[config.mk]
export PLATFORM = sky130hd
export DESIGN_NAME = geofence_feeder
export DESIGN_NICKNAME = d
export VERILOG_FILES = /design/src/rtl/geofence_feeder.sv
export SDC_FILE = /design/constraint.sdc
export NUM_CORES = 1
export LEC_CHECK = 0
export CORE_MARGIN = 2
export CORE_UTILIZATION = 45
export CTS_CLUSTER_DIAMETER = 80
export DETAILED_ROUTE_END_ITERATION = 12
export PLACE_DENSITY = 0.65
export SETUP_SLACK_MARGIN = 0.1
export SYNTH_ARGS = -nofsm -noshare
export SYNTH_HDL_FRONTEND = slang
export SYNTH_SLANG_ARGS = --single-unit
export TNS_END_PERCENT = 30
[constraint.sdc]
create_clock -name clk -period 11 [get_ports clk]
set_clock_uncertainty 0.1 [all_clocks]
set_input_delay 2.2 -clock clk [delete_from_list [all_inputs] [get_ports clk]]
set_output_delay 2.2 -clock clk [all_outputs]
set_load 0.02 [all_outputs]
[src/rtl/geofence_feeder.sv]
// Record FIFO plus burst sequencer for the geofence core. Owns the core's reset
// line so every 6-record burst lines up with the core's fixed sampling window.
module geofence_feeder #(
  parameter int DEPTH    = 12,
  parameter int WAIT_MAX = 64
) (
  input  logic        clk,
  input  logic        reset,
  input  logic        in_valid,
  output logic        in_ready,
  input  logic [9:0]  in_x,
  input  logic [9:0]  in_y,
  input  logic [10:0] in_r,
  output logic [9:0]  X,
  output logic [9:0]  Y,
  output logic [10:0] R,
  output logic        core_reset,
  input  logic        core_valid,
  output logic [15:0] groups_sent,
  output logic        err_timeout
);

  localparam int PW = (DEPTH > 1) ? $clog2(DEPTH) : 1;
  localparam int CW = $clog2(DEPTH + 1);
  localparam int WW = (WAIT_MAX > 1) ? $clog2(WAIT_MAX) : 1;

  localparam logic [CW-1:0] GROUP   = CW'(6);
  localparam logic [CW-1:0] FULL    = CW'(DEPTH);
  localparam logic [PW-1:0] LAST    = PW'(DEPTH - 1);
  localparam logic [WW-1:0] WD_LAST = WW'(WAIT_MAX - 1);

  localparam logic [1:0] S_HOLD = 2'd0;
  localparam logic [1:0] S_SEND = 2'd1;
  localparam logic [1:0] S_WAIT = 2'd2;

  logic [1:0]    state, next_state;
  logic [CW-1:0] count;
  logic [PW-1:0] wr_ptr, rd_ptr;
  logic [2:0]    burst;
  logic [WW-1:0] wd;
  logic          ready_block;
  logic          push, pop;
  logic [30:0]   mem [DEPTH];

  // ready_block keeps the host out for the first cycle after reset
  assign in_ready = !ready_block && (count < FULL);
  assign push     = in_valid && in_ready;

  always_ff @(posedge clk) begin
    if (push) mem[wr_ptr] <= {in_x, in_y, in_r};
  end

  // Record 0 is popped on the edge that enters SEND so it is on X/Y/R in the
  // first SEND cycle; the remaining five pop during SEND bursts 0..4.
  always_comb begin
    next_state = state;
    pop        = 1'b0;
    case (state)
      S_HOLD: begin
        if (count >= GROUP) begin
          next_state = S_SEND;
          pop        = 1'b1;
        end
      end
      S_SEND: begin
        if (burst == 3'd5) next_state = S_WAIT;
        else               pop        = 1'b1;
      end
      S_WAIT: begin
        if (core_valid) begin
          if (count >= GROUP) begin
            next_state = S_SEND;
            pop        = 1'b1;
          end else begin
            next_state = S_HOLD;
          end
        end else if (wd == WD_LAST) begin
          next_state = S_HOLD;
        end
      end
      default: next_state = S_HOLD;
    endcase
  end

  always_ff @(posedge clk) begin
    if (reset) begin
      state       <= S_HOLD;
      core_reset  <= 1'b1;
      ready_block <= 1'b1;
      X           <= '0;
      Y           <= '0;
      R           <= '0;
      groups_sent <= '0;
      err_timeout <= 1'b0;
      count       <= '0;
      wr_ptr      <= '0;
      rd_ptr      <= '0;
      burst       <= '0;
      wd          <= '0;
    end else begin
      state       <= next_state;
      core_reset  <= (next_state == S_HOLD);
      ready_block <= 1'b0;

      if (push) wr_ptr <= (wr_ptr == LAST) ? '0 : wr_ptr + PW'(1);
      if (pop) begin
        rd_ptr      <= (rd_ptr == LAST) ? '0 : rd_ptr + PW'(1);
        {X, Y, R}   <= mem[rd_ptr];
      end

      if (push && !pop)      count <= count + CW'(1);
      else if (pop && !push) count <= count - CW'(1);

      burst <= (state == S_SEND && next_state == S_SEND) ? burst + 3'd1 : 3'd0;
      wd    <= (state == S_WAIT && next_state == S_WAIT) ? wd + WW'(1) : '0;

      if (state == S_SEND && next_state == S_WAIT) groups_sent <= groups_sent + 16'd1;
      if (state == S_WAIT && !core_valid && wd == WD_LAST) err_timeout <= 1'b1;
    end
  end

endmodule

==> flow_summary.json <==
{
  "run_status": "finished, final reports clean",
  "ys_types": 50,
  "first_global_vias": 8796,
  "totalWireLength_microns": 33890,
  "rsz0062_at_grt": "false",
  "holdWs_ns": 0.3508,
  "io_buffer_count": 84,
  "final_area_sq_mm": 0.02010,
  "hpwl_microns": 18530,
  "yosys_warnings": 0,
  "r2r_cells": 13,
  "final.setup.worst_slack_ns": 6.018,
  "globalRoute.totalOverflow": 0,
  "synth.top_cell.area_share_pct": 65.02,
  "seq_area_frac_synth_pct": 73.53,
  "power_density_mw_per_mm2": 215.2,
  "finalSetupTns_ns": 0,
  "grt_usage_pct": 17.61,
  "n_fill_cell": 3021,
  "critPathCaptureType": "flop",
  "slew_violations": 0,
  "htree_num_levels": 2,
  "vias": 8626,
  "timing.critical_path.from": "core_valid",
  "min_path_type": "reg -> reg",
  "fmax_mhz": 200.7,
  "regArea_sq_mm": 0.01264,
  "r2r-end": "count[3]",
  "syn-num-nets": 978,
  "setup_viol": 0,
  "antenna_found_initial": 1,
  "worstPathCellList": "clkdlybuf4s50_1, nor2b_1, o32ai_4, buf_4, inv_2, ha_1, inv_1, ha_1, a21o_1, a21oi_1, mux2i_1, mux2_2",
  "layout_common_cells": "edfxtp_1, mux4_2, clkdlybuf4s50_1",
  "die_h_microns": 199.4,
  "drive_gt1_share_pct": 19.02,
  "tightestPinTransition_ns": 1.122,
  "fin_crit_ns": 4.982,
  "crit_type": "in -> reg",
  "r2r_start": "burst[1]",
  "multiInputGateArea_sq_mm": 0.004304,
  "globalplace.congestion": 0.7001,
  "cts.sink_count": 445,
  "drc": 0,
  "final_common_cell": "edfxtp_1",
  "crit_slowest_cell": "buf_4",
  "period_share_pct": 45.29,
  "hold_viol_final": 0,
  "first_pass_iters": 5,
  "cts-resized-gates": 0,
  "first_iter_violations": 548,
  "vias_per_cell": 5.480,
  "initial_core_util_pct": 45.61,
  "dieArea_sq_mm": 0.03976,
  "async_reset_ff_share_pct": 0,
  "clkSlewWorstSetupHoldPaths_ns": 0.06,
  "crit_path_frequent_cell": "ha_1",
  "syn_avg_cell_area_sq_um": 18.47,
  "maxCapViolations": 0,
  "crit_fanout": 67,
  "synthTopCellsByArea": "edfxtp_1, mux4_2, dfxtp_1, mux2i_1, o211a_1",
  "synth.largest_area_cell": "edfxtp_1",
  "synthToLayoutAreaGrowth_pct": 17.02,
  "root_buffer": "clkbuf_16",
  "start_kind": "primary input",
  "post-cts-setup-buffer-count": 0,
  "ios": 85,
  "dpl_cell_area_sq_mm": 0.01862,
  "worstSkewPairLatency_ns": 0.54,
  "rrSetupSlack_ns": 7.54,
  "cp-endpoint": "count[3]",
  "slew_headroom_pct": 25.02,
  "leakage_nw": 6.526,
  "fp.dieW_microns": 199.4,
  "wl_per_cell_microns": 21.53,
  "netlist_area_sq_mm": 0.01718,
  "numCtsBuffers": 45,
  "synth_edf_count": 372,
  "cts_hold_buffers": 0,
  "clockBufferDepth": 3,
  "slowest_delay_ns": 0.67,
  "fp.coreArea_sq_mm": 0.03767,
  "ir_drop_uv": 139.6,
  "grt_pass1_wl_microns": 52610,
  "synthFlopType": "edfxtp_1",
  "synth_seq_cells": 445,
  "nets": 1076,
  "utilization_pct": 53.37,
  "rows": 71,
  "syn_inst": 930,
  "pre_cts_ws_ns": 5.461,
  "worst_hold_path.num_cells": 1,
  "grt_max_degree": 68,
  "ant_nets": 0,
  "worstPathRequired_ns": 11.32,
  "cts_tree": "done",
  "worstPathArrival_ns": 5.30
}
## stage by stage
step	instances	power [mW]
CTS	1573	4.374
global placement	1492	2.837
floorplan	930	2.583
global route	1573	4.509
finish	1574	4.325
detailed placement	1492	2.845
## sequential cells by signal (all words and copies together) (netlist names), 2 cells and up
signal       count
R               11
wd               6
count            4
groups_sent     16
mem            372
rd_ptr           4
X               10
burst            3
state            2
wr_ptr           4
Y               10
## worst min-delay path by stage
| stage | to | start | slack (ns) |
|---|---|---|---|
| after floorplan | wd[0] | wd[0] | 0.32 |
| after global placement | wd[0] | wd[0] | 0.33 |
| after detailed placement | wd[0] | wd[0] | 0.34 |
| after CTS | wd[0] | wd[0] | 0.35 |
| after global routing | wd[0] | wd[0] | 0.39 |
| final | wd[0] | wd[0] | 0.35 |
## Yosys cell counts (all sizes together) (4+ instances only)
library cell / instances
edfxtp: 372
clkbuf: 25
nand3: 11
o21ai: 6
nand4: 4
nor4: 8
o211a: 31
or4: 7
inv: 14
nor2: 64
dfxtp: 73
buf: 28
ha: 12
nand2: 45
a31oi: 4
xor2: 6
mux2i: 35
nor3: 32
xnor2: 5
mux4: 93
a21oi: 20
or3: 5
o31ai: 6
## layer usage
metal / vias up / part of all wire [%] / track usage (%)
li1: 3902 / - / -
met1: 4491 / 46 / 25.23
met2: 186 / 48 / 28.64
met3: 47 / 4.1 / 2.886
met4: 0 / 1.5 / 3.923
met5: - / 0 / 0
## report_power, final
group | internal (mW) | total, mW | switching [mW]
sequential | 1.91 | 2.00 | 0.0913
clock | 0.905 | 1.52 | 0.620
combinational | 0.392 | 0.802 | 0.409
total | 3.21 | 4.33 | 1.12
## critical path, delay by kind of cell
family	cells	cell delay, ns
and+or+nand+nor	1	0.07
buffers and inverters	4	1.44
AOI/OAI and AO/OA	3	0.53
adders and majority gates	2	0.48
muxes	2	0.55
## kinds of logic after synthesis
group	share of synthesized area, %
XOR/XNOR	0.5608
adder cells (fa/ha/maj)	0.9904
AO/OA/AOI/OAI	3.459
AND/OR/NAND/NOR	5.215
buffers and inverters	1.952
multiplexers	14.30
flip-flops	73.53
## final cells by class
| class | instances | area share [%] |
|---|---|---|
| repair buffers | 104 | 4.904 |
| flip-flops and latches | 445 | 62.88 |
| well taps | 511 | 3.180 |
| multi-input cells | 418 | 21.41 |
| clock buffers | 52 | 5.838 |
| clock inverters | 29 | 1.512 |
| inverters | 14 | 0.2614 |
| diodes | 1 | 0.01245 |
(Power assumes the default switching activity.)
